--- config.mk ---
export PLATFORM = sky130hd
export DESIGN_NAME = tl45_register_read
export DESIGN_NICKNAME = d
export VERILOG_FILES = /design/src/rtl/tl45_pkg.sv /design/src/rtl/tl45_register_file.sv /design/src/rtl/tl45_register_read.sv
export SDC_FILE = /design/constraint.sdc
export NUM_CORES = 2
export LEC_CHECK = 0
export CORE_MARGIN = 2
export CORE_UTILIZATION = 35
export DETAILED_ROUTE_END_ITERATION = 10
export PLACE_DENSITY_LB_ADDON = 0.12
export SYNTH_ARGS = -nofsm -noshare
export SYNTH_HDL_FRONTEND = slang
export SYNTH_SLANG_ARGS = --single-unit
--- constraint.sdc ---
create_clock -name i_clk -period 4.2 [get_ports i_clk]
set_input_delay 0.42 -clock i_clk [delete_from_list [all_inputs] [get_ports i_clk]]
set_output_delay 0.42 -clock i_clk [all_outputs]
set_load 0.03 [all_outputs]
--- src/rtl/tl45_pkg.sv ---
// TL45 shared definitions: opcodes, widths, forward tag/value pair, ALU input bundle.
// Latency: n/a (package only).
// Backpressure: n/a.
package tl45_pkg;

    localparam int DATA_W   = 32;
    localparam int REG_W    = 4;
    localparam int OP_W     = 5;
    localparam int NUM_REGS = 16;

    localparam logic [OP_W-1:0] OP_NOP = 5'h00;
    localparam logic [OP_W-1:0] OP_ADD = 5'h01;
    localparam logic [OP_W-1:0] OP_SUB = 5'h02;
    localparam logic [OP_W-1:0] OP_MUL = 5'h03;
    localparam logic [OP_W-1:0] OP_DIV = 5'h04;
    localparam logic [OP_W-1:0] OP_OR  = 5'h05;
    localparam logic [OP_W-1:0] OP_XOR = 5'h06;
    localparam logic [OP_W-1:0] OP_AND = 5'h07;
    localparam logic [OP_W-1:0] OP_NOT = 5'h08;
    localparam logic [OP_W-1:0] OP_SHL = 5'h09;
    localparam logic [OP_W-1:0] OP_SHR = 5'h0A;
    localparam logic [OP_W-1:0] OP_CMP = 5'h0B;
    localparam logic [OP_W-1:0] OP_BR  = 5'h0C;

    typedef logic [REG_W-1:0]  reg_idx_t;
    typedef logic [DATA_W-1:0] data_t;
    typedef logic [OP_W-1:0]   opcode_t;

    // Producer tag plus its value; idx 0 means "no producer".
    typedef struct packed {
        reg_idx_t idx;
        data_t    val;
    } reg_fwd_t;

    // Everything the ALU stage consumes; all-zero is a NOP bubble.
    typedef struct packed {
        opcode_t  opcode;
        reg_idx_t dr;
        reg_idx_t jmp_cond;
        data_t    sr1_val;
        data_t    sr2_val;
        data_t    target_offset;
        data_t    pc;
    } alu_bundle_t;

    // True when source s is a real register produced by f.
    function automatic logic tag_hit(input reg_idx_t s, input reg_fwd_t f);
        return (s != '0) && (s == f.idx);
    endfunction

    // Younger producers win: ALU stage, then memory stage, then the register
    // file (which already carries the writeback bypass and the r0 rule).
    function automatic data_t fwd_sel(input reg_idx_t s, input data_t rf_val,
                                      input reg_fwd_t of1, input reg_fwd_t of2);
        if (s == '0)            return '0;
        else if (s == of1.idx)  return of1.val;
        else if (s == of2.idx)  return of2.val;
        else                    return rf_val;
    endfunction

endpackage

--- src/rtl/tl45_register_file.sv ---
// TL45 register file: r1-r15 storage, r0 hardwired to zero, two async read ports.
// Latency: reads combinational with same-cycle write-through; write lands on the edge.
// Backpressure: none; the write port is accepted every cycle, even under stall/flush.
// Ports: i_clk/i_reset (sync, active-high, clears storage), i_rd1_idx/o_rd1_val,
//        i_rd2_idx/o_rd2_val read ports, i_wb write port (idx 0 = no write).
module tl45_register_file
    import tl45_pkg::*;
(
    input  logic     i_clk,
    input  logic     i_reset,
    input  reg_idx_t i_rd1_idx,
    output data_t    o_rd1_val,
    input  reg_idx_t i_rd2_idx,
    output data_t    o_rd2_val,
    input  reg_fwd_t i_wb
);

    data_t mem_q [1:NUM_REGS-1];
    data_t mem_d [1:NUM_REGS-1];

    always_comb begin
        mem_d = mem_q;
        if (i_wb.idx != '0) begin
            mem_d[i_wb.idx] = i_wb.val;
        end
    end

    always_ff @(posedge i_clk) begin
        if (i_reset) begin
            for (int i = 1; i < NUM_REGS; i++) begin
                mem_q[i] <= '0;
            end
        end else begin
            mem_q <= mem_d;
        end
    end

    // r0 check first so index 0 never reaches the storage array.
    assign o_rd1_val = (i_rd1_idx == '0)       ? '0 :
                       (i_rd1_idx == i_wb.idx) ? i_wb.val : mem_q[i_rd1_idx];
    assign o_rd2_val = (i_rd2_idx == '0)       ? '0 :
                       (i_rd2_idx == i_wb.idx) ? i_wb.val : mem_q[i_rd2_idx];

endmodule

--- src/rtl/tl45_register_read.sv ---
// TL45 operand fetch: reads registers, resolves forwards, registers the ALU input bundle.
// Latency: 1 cycle decode -> output buffer; o_pipe_stall/o_pipe_flush are combinational.
// Backpressure: i_pipe_stall holds the buffer; a RAW hazard (forwarding off) inserts a bubble and stalls decode.
// Build option TL45_FORWARD_EN: when defined, ALU/memory forward values are muxed into
// the operands and no hazard stall exists; otherwise their tags only raise the hazard stall.
// Ports: pipeline control (i/o_pipe_stall, i/o_pipe_flush), decode inputs (i_opcode..i_pc),
//        forward ports (i_of1_*, i_of2_*), writeback port (i_wb_*), ALU bundle outputs (o_*).
module tl45_register_read
    import tl45_pkg::*;
(
    input  logic              i_clk,
    input  logic              i_reset,
    input  logic              i_pipe_stall,
    output logic              o_pipe_stall,
    input  logic              i_pipe_flush,
    output logic              o_pipe_flush,
    input  logic [OP_W-1:0]   i_opcode,
    input  logic [REG_W-1:0]  i_dr,
    input  logic [REG_W-1:0]  i_sr1,
    input  logic [REG_W-1:0]  i_sr2,
    input  logic [DATA_W-1:0] i_imm,
    input  logic              i_imm_valid,
    input  logic [REG_W-1:0]  i_jmp_cond,
    input  logic [DATA_W-1:0] i_pc,
    input  logic [REG_W-1:0]  i_of1_reg,
    input  logic [DATA_W-1:0] i_of1_val,
    input  logic [REG_W-1:0]  i_of2_reg,
    input  logic [DATA_W-1:0] i_of2_val,
    input  logic [REG_W-1:0]  i_wb_reg,
    input  logic [DATA_W-1:0] i_wb_val,
    output logic [OP_W-1:0]   o_opcode,
    output logic [REG_W-1:0]  o_dr,
    output logic [REG_W-1:0]  o_jmp_cond,
    output logic [DATA_W-1:0] o_sr1_val,
    output logic [DATA_W-1:0] o_sr2_val,
    output logic [DATA_W-1:0] o_target_offset,
    output logic [DATA_W-1:0] o_pc
);

    reg_fwd_t    of1, of2, wb;
    data_t       rf_rd1, rf_rd2;
    data_t       sr1_val, sr2_val;
    logic        hazard;
    alu_bundle_t bundle_q, bundle_d;

    assign of1 = '{idx: i_of1_reg, val: i_of1_val};
    assign of2 = '{idx: i_of2_reg, val: i_of2_val};
    assign wb  = '{idx: i_wb_reg,  val: i_wb_val};

    tl45_register_file u_rf (
        .i_clk     (i_clk),
        .i_reset   (i_reset),
        .i_rd1_idx (i_sr1),
        .o_rd1_val (rf_rd1),
        .i_rd2_idx (i_sr2),
        .o_rd2_val (rf_rd2),
        .i_wb      (wb)
    );

`ifdef TL45_FORWARD_EN
    always_comb begin
        sr1_val = fwd_sel(i_sr1, rf_rd1, of1, of2);
        sr2_val = i_imm_valid ? i_imm : fwd_sel(i_sr2, rf_rd2, of1, of2);
        hazard  = 1'b0;
    end
`else
    // Forward values are not wired in; their tags mark in-flight producers.
    logic unused_fwd_vals;
    assign unused_fwd_vals = ^{of1.val, of2.val};

    always_comb begin
        sr1_val = rf_rd1;
        sr2_val = i_imm_valid ? i_imm : rf_rd2;
        hazard  = tag_hit(i_sr1, of1) || tag_hit(i_sr1, of2) ||
                  (!i_imm_valid && (tag_hit(i_sr2, of1) || tag_hit(i_sr2, of2)));
    end
`endif

    assign o_pipe_stall = i_pipe_stall | hazard;
    assign o_pipe_flush = i_pipe_flush;

    // Flush beats downstream stall, which beats the local hazard bubble.
    always_comb begin
        bundle_d = bundle_q;
        if (i_pipe_flush) begin
            bundle_d = '0;
        end else if (i_pipe_stall) begin
            bundle_d = bundle_q;
        end else if (hazard) begin
            bundle_d = '0;
        end else begin
            bundle_d.opcode        = i_opcode;
            bundle_d.dr            = i_dr;
            bundle_d.jmp_cond      = i_jmp_cond;
            bundle_d.sr1_val       = sr1_val;
            bundle_d.sr2_val       = sr2_val;
            bundle_d.target_offset = i_imm;
            bundle_d.pc            = i_pc;
        end
    end

    always_ff @(posedge i_clk) begin
        if (i_reset) begin
            bundle_q <= '0;
        end else begin
            bundle_q <= bundle_d;
        end
    end

    assign o_opcode        = bundle_q.opcode;
    assign o_dr            = bundle_q.dr;
    assign o_jmp_cond      = bundle_q.jmp_cond;
    assign o_sr1_val       = bundle_q.sr1_val;
    assign o_sr2_val       = bundle_q.sr2_val;
    assign o_target_offset = bundle_q.target_offset;
    assign o_pc            = bundle_q.pc;

endmodule

==> results.toml <==
[power]
p_per_area_mw_per_mm2 = 394
p_total_mw = 14.2
vdd_drop_max_mv = 0.214
p_leak_nw = 12.2

[grt]
grt_pass1_vias = 25000
grt_max_degree = 204
track_usage_pct = 27.3
globalRoute.busiestLayer = "met2"
grt_use_met1_pct = 35.8
gr-total-overflow = 0
grtUsageMet3_pct = 4.57
grt_pass1_wl_mm = 176
antenna_found_initial = 8
grtUsageMet2_pct = 45.4

[flow_run]
max_cap_viol_count = 0

[sta]
timing.final.crit_share_pct = 73.6
timing.final.hold_violations = 0
finalMaxSlewViolations = 0
fin_setup_tns_ps = 0
worst_pin_slew_ps = 1230
fin_crit_ps = 3090
finalSetupViolCount = 0
clock_skew_ps = 17.1
relSlewSlack_pct = 18.2
rsz0062_at_grt = "no"
max_freq_ghz = 0.323

[yosys]
synthArstFlopShare_pct = 0
syn_area_mm2 = 0.0300
synth_top_area_share_pct = 41.5
synthDistinctLibCells = 49
synth.area.top_cells = "dfxtp_1 (41%), nand2_1 (13%), mux4_2 (12%), a21oi_1 (8.0%), mux2_2 (4.8%)"
yosys.area.top_type = "dfxtp_1"
syn_avg_cell_area_um2 = 8.66
synth_seq_cells = 621
synth_flop_cell = "dfxtp_1"
yosys_warnings = 0
yosysSeqAreaShare_pct = 41.5
synth_edf_count = 0
syn_inst = 3460
synthesis.nets = 3658

[finish]
final_cell_mix = "nand2_1 (1,045), dfxtp_1 (621), a21oi_1 (481)"
final_nets = 3742
nFillCells = 8404
drive_gt1_share_pct = 14.9
layout.cells.non_filler = 4741
final_area_mm2 = 0.0360
layout_commonest_cell = "nand2_1"
synthToLayoutAreaGrowth_pct = 20.1

[worst_setup_path]
critPathMaxFanout = 13
arrival_ps = 2670
end_kind = "output port"
cp_cell_sequence = "clkdlybuf4s50_1 > buf_4 > xor2_1 > nor4_1 > o21ai_1 > nand3b_1 > clkdlybuf4s50_1"
cp-start-kind = "primary input"
critPathBufInv = 3
slowest_delay_ps = 730
cpMaxStageDelayCell = "clkdlybuf4s50_1"
critPathRequiredTime_ps = 3780
cp_top_family = "buffers and inverters"
path_class = "primary input to output port"
cpMostUsedCell = "clkdlybuf4s50_1"

[detailed_routing]
drt.antenna.violating_nets = 0
via_count = 26531
drc = 0
post_drt_wl_per_cell_um = 25.9
drt_first_pass_iters = 6
drt_iter0_markers = 2541
routed_wl_mm = 123
routed_via_density = 5.60

[cts]
cts_hold_repair.buffers = 0
cts_tree = "yes"
numClockSinks = 621
cts_buffers = 72
post_cts_resized = 0
cts_max_path_buffers = 3
ctsHtreeMaxLevel = 3
cts_setup_buffers = 0
clock_latency_ps = 620
cts.clk_slew.worst_paths_ps = 60
ctsRootBufferMaster = "clkbuf_16"

[floorplanning]
die_y_um = 297
start_util_pct = 35.2
die-area_mm2 = 0.0880
std_cell_rows = 107
core_mm2 = 0.0850
ios = 341
die_w_um = 297

[min_path]
holdCritPathClass = "primary input to register"

[outcome]
outcome = "finished clean"

[placement]
place_area_mm2 = 0.0337
dpl.hpwl_mm = 75.8
routabilityCongestion = 0.811
io_buffers = 276
dp_cells = 4614
==> flip-flops by register name, indices dropped and copies added (netlist names) <==
signal,flops
o_sr2_val,32
o_opcode,5
o_sr1_val,32
o_target_offset,32
o_pc,32
u_rf.mem_q,480
o_jmp_cond,4
o_dr,4
==> per-layer routing <==
| layer | part of all wire [%] | vias to the layer above |
|---|---|---|
| met2 | 47 | 1045 |
| met5 | 0.046 | - |
| met1 | 42 | 12969 |
| met4 | 3.0 | 10 |
| li1 | - | 12298 |
| met3 | 7.6 | 209 |
==> where the power goes <==
part,internal [mW],switching (mW)
sequential,6.04,0.0975
combinational,0.612,1.11
clock,3.70,2.62
total,10.3,3.83
==> path summary, 6_finish.rpt <==
check | startpoint | endpoint | slack [ps] | cells after the start
min | i_reset | u_rf.mem_q[446]$_SDFFE_PP0P_ | 350 | 2
max | i_sr2[3] | o_pipe_stall | 1110 | 7
min reg2reg | o_sr1_val[31]$_SDFFE_PP0N_ | o_sr1_val[31]$_SDFFE_PP0N_ | 450 | 2
max reg2reg | u_rf.mem_q[88]$_SDFFE_PP0P_ | o_sr2_val[24]$_SDFFE_PP0N_ | 2220 | 5
==> final cells by class <==
| class | instances | area (um2) | area share, % |
|---|---|---|---|
| diodes | 2 | 5.00 | 0.0139 |
| clock buffers | 109 | 2140 | 5.96 |
| clock inverters | 16 | 166 | 0.463 |
| inverters | 2 | 7.51 | 0.0209 |
| multi-input cells | 2475 | 16100 | 44.7 |
| flip-flops and latches | 621 | 12400 | 34.6 |
| well taps | 1144 | 1430 | 3.98 |
| repair buffers | 372 | 3690 | 10.3 |
==> worst reg2reg max path, stage by stage, from the launching register on <==
cell      delay, ps
dfxtp_1         320
mux4_2          450
mux2i_1         220
a221oi_1        160
a21oi_1         550
o211ai_1        140
==> cell usage after synthesis, types with 20 or more instances <==
| master | number |
|---|---|
| a22o_1 | 98 |
| clkbuf_1 | 259 |
| mux2i_1 | 54 |
| o22ai_1 | 31 |
| o31ai_1 | 27 |
| mux4_2 | 156 |
| o21ai_0 | 38 |
| and2_1 | 21 |
| a21oi_1 | 481 |
| buf_2 | 48 |
| nor2_1 | 109 |
| nand3_1 | 25 |
| a221oi_1 | 36 |
| nand2_1 | 1053 |
| a22oi_1 | 42 |
| mux2_2 | 128 |
| dfxtp_1 | 621 |
| a31oi_1 | 20 |
==> cells by family after synthesis <==
group / after synthesis / synth area share (%)
and+or+nand+nor: 1266 / 16.7
DFF: 621 / 41.5
buffers and inverters: 364 / 5.35
AOI/OAI and AO/OA: 847 / 17.4
xor gates and xnor gates: 24 / 0.702
muxes: 338 / 18.3
==> metrics by stage <==
step / setup slack, ps / hold WS [ps] / util, %
4_1_cts: 1080 / 341 / 42.3
6_report: 1110 / 348 / 42.3
2_1_floorplan: 1920 / 442 / -
5_1_grt: 1020 / 379 / 42.3
3_3_place_gp: 987 / 438 / 39.6
3_5_place_dp: 1000 / 443 / 39.6
Note: power is estimated with default switching activity, not from simulation.
